--- src/rtl/seq_shift_mult.sv ---
// -----------------------------------------------------------------------------
// seq_shift_mult
//
// Iterative shift-add multiplier. It takes an unsigned AW-bit multiplicand and
// an unsigned BW-bit multiplier and returns their exact (AW+BW)-bit product.
// The datapath is a single (AW+BW)-bit adder plus shift registers.
//
// Operation: one iteration per clock in RUN. Each iteration consumes the
// multiplier's LSB, adds the shifted multiplicand when that bit is set, and
// then shifts. Operands and results use independent valid/ready handshakes.
// Accept and output never overlap.
//
// Optional build macro:
//   SEQ_SHIFT_MULT_EARLY_TERM_EN - leave RUN as soon as the remaining
//   multiplier bits are all zero, so latency is (index of B's top set bit)+1,
//   with a minimum of 1. The product value is the same in both builds.
//
// Ports:
//   CLK        in   rising-edge clock
//   RST_N      in   asynchronous active-low reset
//   IN_VALID   in   operand pair valid
//   IN_READY   out  high in IDLE (block can accept operands)
//   A          in   [AW-1:0] multiplicand, unsigned
//   B          in   [BW-1:0] multiplier, unsigned
//   OUT_VALID  out  high in DONE (PROD valid)
//   OUT_READY  in   consumer accepts PROD
//   PROD       out  [AW+BW-1:0] product, holds until the next result
//   BUSY       out  high in RUN or DONE
// -----------------------------------------------------------------------------
module seq_shift_mult #(
    parameter int AW = 17,
    parameter int BW = 16
) (
    input  logic             CLK,
    input  logic             RST_N,
    input  logic             IN_VALID,
    output logic             IN_READY,
    input  logic [AW-1:0]    A,
    input  logic [BW-1:0]    B,
    output logic             OUT_VALID,
    input  logic             OUT_READY,
    output logic [AW+BW-1:0] PROD,
    output logic             BUSY
);

    localparam int PW = AW + BW;
    localparam int CW = (BW > 1) ? $clog2(BW) : 1;

    localparam logic [1:0] ST_IDLE = 2'd0;
    localparam logic [1:0] ST_RUN  = 2'd1;
    localparam logic [1:0] ST_DONE = 2'd2;

    logic [1:0]    state_q, state_d;
    logic [PW-1:0] mcand_q, mcand_d;
    logic [BW-1:0] mult_q,  mult_d;
    logic [PW-1:0] acc_q,   acc_d;
    logic [CW-1:0] cnt_q,   cnt_d;
    logic [PW-1:0] prod_q,  prod_d;

    // Accumulator value after this edge's conditional add. It is also the
    // final product on the last iteration.
    logic [PW-1:0] acc_add;
    logic [BW-1:0] mult_shr;
    logic          last_iter;

    always_comb begin
        acc_add  = mult_q[0] ? (acc_q + mcand_q) : acc_q;
        mult_shr = mult_q >> 1;
`ifdef SEQ_SHIFT_MULT_EARLY_TERM_EN
        // Once the remaining multiplier bits are all zero, further
        // iterations cannot change acc, so stop early.
        last_iter = (cnt_q == CW'(BW - 1)) || (mult_shr == '0);
`else
        last_iter = (cnt_q == CW'(BW - 1));
`endif
    end

    always_comb begin
        state_d = state_q;
        mcand_d = mcand_q;
        mult_d  = mult_q;
        acc_d   = acc_q;
        cnt_d   = cnt_q;
        prod_d  = prod_q;

        case (state_q)
            ST_IDLE: begin
                if (IN_VALID) begin
                    mcand_d = {{BW{1'b0}}, A};
                    mult_d  = B;
                    acc_d   = '0;
                    cnt_d   = '0;
                    state_d = ST_RUN;
                end
            end
            ST_RUN: begin
                acc_d   = acc_add;
                mcand_d = mcand_q << 1;
                mult_d  = mult_shr;
                cnt_d   = cnt_q + CW'(1);
                if (last_iter) begin
                    prod_d  = acc_add;
                    state_d = ST_DONE;
                end
            end
            ST_DONE: begin
                if (OUT_READY) begin
                    state_d = ST_IDLE;
                end
            end
            default: begin
                state_d = ST_IDLE;
            end
        endcase
    end

    always_ff @(posedge CLK or negedge RST_N) begin
        if (!RST_N) begin
            state_q <= ST_IDLE;
            mcand_q <= '0;
            mult_q  <= '0;
            acc_q   <= '0;
            cnt_q   <= '0;
            prod_q  <= '0;
        end else begin
            state_q <= state_d;
            mcand_q <= mcand_d;
            mult_q  <= mult_d;
            acc_q   <= acc_d;
            cnt_q   <= cnt_d;
            prod_q  <= prod_d;
        end
    end

    // All outputs are decoded from state or come straight from flops.
    assign IN_READY  = (state_q == ST_IDLE);
    assign OUT_VALID = (state_q == ST_DONE);
    assign BUSY      = (state_q != ST_IDLE);
    assign PROD      = prod_q;

endmodule

--- config.mk ---
export PLATFORM = sky130hd
export DESIGN_NAME = seq_shift_mult
export DESIGN_NICKNAME = d
export VERILOG_FILES = /design/src/rtl/seq_shift_mult.sv
export SDC_FILE = /design/constraint.sdc
export NUM_CORES = 1
export LEC_CHECK = 0
export CAP_MARGIN = 20
export CORE_UTILIZATION = 60
export CTS_BUF_LIST = sky130_fd_sc_hd__clkbuf_4
export DETAILED_ROUTE_END_ITERATION = 10
export DONT_BUFFER_PORTS = 1
export HOLD_SLACK_MARGIN = 0.12
export PLACE_DENSITY = 0.91
export SLEW_MARGIN = 0
export SYNTH_ARGS = -nofsm -noshare
export SYNTH_HDL_FRONTEND = slang
export SYNTH_SLANG_ARGS = --single-unit
--- constraint.sdc ---
create_clock -name CLK -period 2.5 [get_ports CLK]
set_input_delay 0.625 -clock CLK [delete_from_list [all_inputs] [get_ports CLK]]
set_output_delay 0.625 -clock CLK [all_outputs]
set_load 0.05 [all_outputs]
After elaboration in Yosys (flattened, before gate mapping)
Cells that the tools add are included.
- input bits: 37
- word-level logic and storage cells: 33
- register bits: 121
- mux-type cells: 13
- equal/unequal tests: 6
- reductions and logical operators: 6
- add/subtract/negate cells: 2
- operators by type and width (kind ; number):
    $pmux W33 S2 ; 2
    $mux W33 ; 3
    $add A33 B33 Y33 ; 1
    $pmux W16 S2 ; 1
    $mux W16 ; 1
    $pmux W4 S2 ; 1
    $mux W2 ; 3
    $pmux W2 S3 ; 1
    $add A4 B1 Y4 const B ; 1
    $eq A4 B4 Y1 const B ; 1
    $mux W4 ; 1
    $ne A2 B2 Y1 const B ; 2
    $reduce_and A2 Y1 ; 2
    $reduce_bool A2 Y1 ; 2
    $reduce_and A3 Y1 ; 1
    $eq A2 B1 Y1 const B ; 1
    $eq A2 B2 Y1 const B ; 1
    $logic_not A2 Y1 ; 1
    $ne A2 B1 Y1 const B ; 1

Depth between registers and ports, before layout
- word-level depth: 3
- gate-level depth with buffers: 10
- gate-level depth less buffers: 10

Least setup slack after synthesis
OpenSTA, ideal clock, no wires.
- path kind: register -> register
- from: reg mcand_q[14]
- to: reg acc_q[29]
- library setup time: 0.122 ns
- data required time: 2.378 ns
- stages on the path, launching flop included: 10
- setup slack: -0.049 ns
- arrival: 2.428 ns
- clock period less this slack: 2.549 ns
- cell sequence: dfrtp_1 > ha_1 > a21o_1 > a221o_1 > a21oi_1 > o31a_2 > a21oi_2 > o21a_1 > or3_1 > a32o_1
- word-level cells in the longest chain between the ends: 3
- ends and longest elaborated chain (element ; RTL line ; RTL):
    start: declaration ; 54 ; logic [PW-1:0] mcand_q, mcand_d;
    start signal: assignment ; 127 ; mcand_q <= mcand_d;
    $add A33 B33 Y33 ; 67 ; acc_add = mult_q[0] ? (acc_q + mcand_q) : acc_q;
    $mux W33 ; 67 ;
    $pmux W33 S2 ; 86 ; case (state_q)
    end signal: assignment ; 122 ; acc_q <= '0;
    end signal: assignment ; 129 ; acc_q <= acc_d;
    end: declaration ; 56 ; logic [PW-1:0] acc_q, acc_d;
Every way passes these cells.
A chain may end at the register's enable or synchronous reset.

Worst setup path in the final report
- from: reg mcand_q[13]
- to: reg prod_q[32], in the netlist PROD[32]
- word-level cells in the longest chain between the ends: 2
- ends and longest elaborated chain (element ; RTL line ; RTL):
    $add A33 B33 Y33 ; 67 ;
    $mux W33 ; 67 ;
    end signal: assignment ; 131 ; prod_q <= prod_d;
    end: declaration ; 58 ; logic [PW-1:0] prod_q, prod_d;
Every way passes these cells.

==> results.json <==
{
  "cts_made_buffers": 17,
  "skew_ps": 33.5,
  "dieArea_um2": 12100,
  "placed_area_um2": 7600,
  "clockBufferDepth": 2,
  "io_pins": 73,
  "yosysMostFrequentCell": "dfrtp_1",
  "hold_violations": 121,
  "final_util_pct": 74.3,
  "fp-row-count": 39,
  "synthToLayoutAreaGrowth_pct": 21.0,
  "routed_wl_um": 22200,
  "critPathMaxFanout": 4,
  "antenna_found_initial": 0,
  "layout.cells.non_filler": 968,
  "ant_nets": 0,
  "wl_per_cell_um": 22.9,
  "synth_seq_cells": 121,
  "cap_violations": 0,
  "arrival_ps": 3280,
  "clkTransAtPathRegs_ps": 130,
  "io_buffer_count": 0,
  "gr-usage-all-layers_pct": 34.4,
  "synthTopCellsByCount": "dfrtp_1 (121), nand2_1 (76), o21ai_0 (71), a21oi_1 (61), clkbuf_1 (49)",
  "synth_top_cell_area_share_pct": 43.4,
  "ys_seq_area_share_pct": 43.4,
  "fin_ws_ps": -344,
  "period_needed_ps": 2840,
  "drt-initial-drc-count": 942,
  "cts_htree_levels": 4,
  "fin_nets": 883,
  "hold_class": "in2async",
  "violations": "negative hold slack, negative setup slack",
  "start_kind": "flop",
  "crit_slowest_cell": "dfrtp_2",
  "ys_top_cells_by_area": "dfrtp_1 (43%), ha_1 (5.9%), o21ai_0 (5.1%), a22o_1 (4.4%), a21oi_1 (4.4%)",
  "path_buf_inv": 1,
  "initial_core_util_pct": 61.4,
  "timing.final.crit_share_pct": 114,
  "fin_tns_setup_ps": -3740,
  "core_area_um2": 11400,
  "syn_avg_cell_area_um2": 9.36,
  "outcome": "complete, but fails checks",
  "ys_types": 50,
  "clk-insertion-delay-late_ps": 590,
  "root_buffer": "clkbuf_4",
  "slowest_delay_ps": 460,
  "drc": 0,
  "async_reset_ff_share_pct": 100,
  "synth-edff-count": 0,
  "hpwl_um": 13300,
  "syn_inst": 746,
  "gp_congestion": 0.911,
  "cp-end-kind": "flop",
  "finalPower_mw": 11.3,
  "pre_cts_ws_ps": -200,
  "worstSetupPathType": "reg2reg",
  "overflow": 0,
  "viasPerCell": 7.03,
  "syn_nets": 817,
  "hold_slack_ps": -283,
  "tritoncts": "built",
  "leakagePower_nw": 4.04,
  "grt_max_degree": 122,
  "rsz0062_at_grt": "yes",
  "grt_pass1_wl_um": 31200,
  "synth-main-ff-cell": "dfrtp_1",
  "max-slew-margin-rel_pct": 49.2,
  "tightest_slew_ps": 760,
  "drtPass1Iterations": 6,
  "syn_area_um2": 6980,
  "max_clock_freq_ghz": 0.352,
  "cp_common_cell": "o21ai_1",
  "setup_violations": 32,
  "die_x_um": 110,
  "crit_chain": "ha_4, a21oi_1, o21ai_1, a221oi_2, buf_4, nand4_1, a21o_1, nand3_1, xnor2_1, o21ai_1",
  "grt_pass1_vias": 6292,
  "layout-drive-gt1-share_pct": 24.1,
  "slew_violations": 0,
  "power.density_nw_per_um2": 1340,
  "crit_required_ps": 2940,
  "fin_area_um2": 8450,
  "crit_family": "compound AO/OA/AOI/OAI gates",
  "antenna_cells": 0,
  "cts_sinks": 121,
  "placed_cells": 916,
  "die_h_um": 110,
  "synth_warnings": 0,
  "peakVddDrop_v": 0.000928,
  "synth.largest_area_cell": "dfrtp_1",
  "via_count": 6805
}
## sequential cells by signal, indices dropped and copies added, names as in the netlist
register	cells
PROD	33
acc_q	33
cnt_q	4
mcand_q	33
mult_q	16
state_q	2
## logic make-up (layout without fill, tap and decap cells)
family | count (synthesis) | in the layout | synth area share (%)
AO/OA/AOI/OAI | 295 | 295 | 27.6
buffers and inverters | 60 | 139 | 3.26
flip-flops | 121 | 121 | 43.4
adder cells (fa/ha/maj) | 34 | 34 | 6.20
XOR/XNOR | 26 | 26 | 3.26
multiplexers | 22 | 22 | 3.17
AND/OR/NAND/NOR | 188 | 188 | 13.2
## area by class of cell
| cell class | instances | area, µm² |
|---|---|---|
| Clock buffer | 17 | 128 |
| Clock inverter | 15 | 135 |
| Fill cell | 735 | 2920 |
| Inverter | 7 | 26.3 |
| Multi-Input combinational cell | 565 | 4180 |
| Sequential cell | 121 | 3030 |
| Tap cell | 143 | 179 |
| Timing Repair Buffer | 100 | 774 |
## layout by cell type, fill, tap and decap left out, drive strengths merged, types with 10 or more instances in the layout
cell / Yosys / layout
xor2: 11 / 11
a22o: 35 / 35
ha: 33 / 33
mux2i: 21 / 21
nor3: 10 / 10
nand3: 13 / 13
nor2: 19 / 19
a21oi: 64 / 64
a21o: 34 / 34
buf: 4 / 100
and3: 16 / 16
nor2b: 25 / 25
dfrtp: 121 / 121
clkinv: 1 / 10
o21ai: 86 / 86
xnor2: 15 / 15
clkbuf: 49 / 17
a22oi: 30 / 30
nand2: 76 / 76
## report_power, final
| group | total, mW | switching [mW] | internal (mW) |
|---|---|---|---|
| clock network | 1.37 | 0.801 | 0.571 |
| logic | 5.82 | 3.26 | 2.56 |
| registers | 4.10 | 1.44 | 2.66 |
| total | 11.3 | 5.50 | 5.80 |
## final timing paths
path / from / to / slack, ps / depth (start not counted)
max in group asynchronous: RST_N / acc_q[15] / 2640 / 0
min in group CLK: OUT_READY / state_q[1] / 150 / 1
hold reg to reg: acc_q[32] / acc_q[32] / 500 / 1
setup / recovery: mcand_q[13] / PROD[32] / -340 / 10
setup reg to reg: mcand_q[13] / PROD[32] / -340 / 10
hold / removal: RST_N / acc_q[8] / -280 / 0
## metal layers
layer  up-vias  global-route usage, %  wire, µm
met5         -                      0         0
met4         0                   16.4      1140
met3       122                   8.95      2450
met2       510                   56.1     10300
met1      3283                   42.5      8280
li1       2890                      -         -
## timing repair
item | 4_1_cts | 5_1_grt
pin swaps | 21 | 35
setup buffers | 9 | 11
setup endpoints to repair | 30 | 38
endpoints found under the hold margin | 121 | 121
resized for setup | 25 | 56
Note: power is estimated with default switching activity, not from simulation.
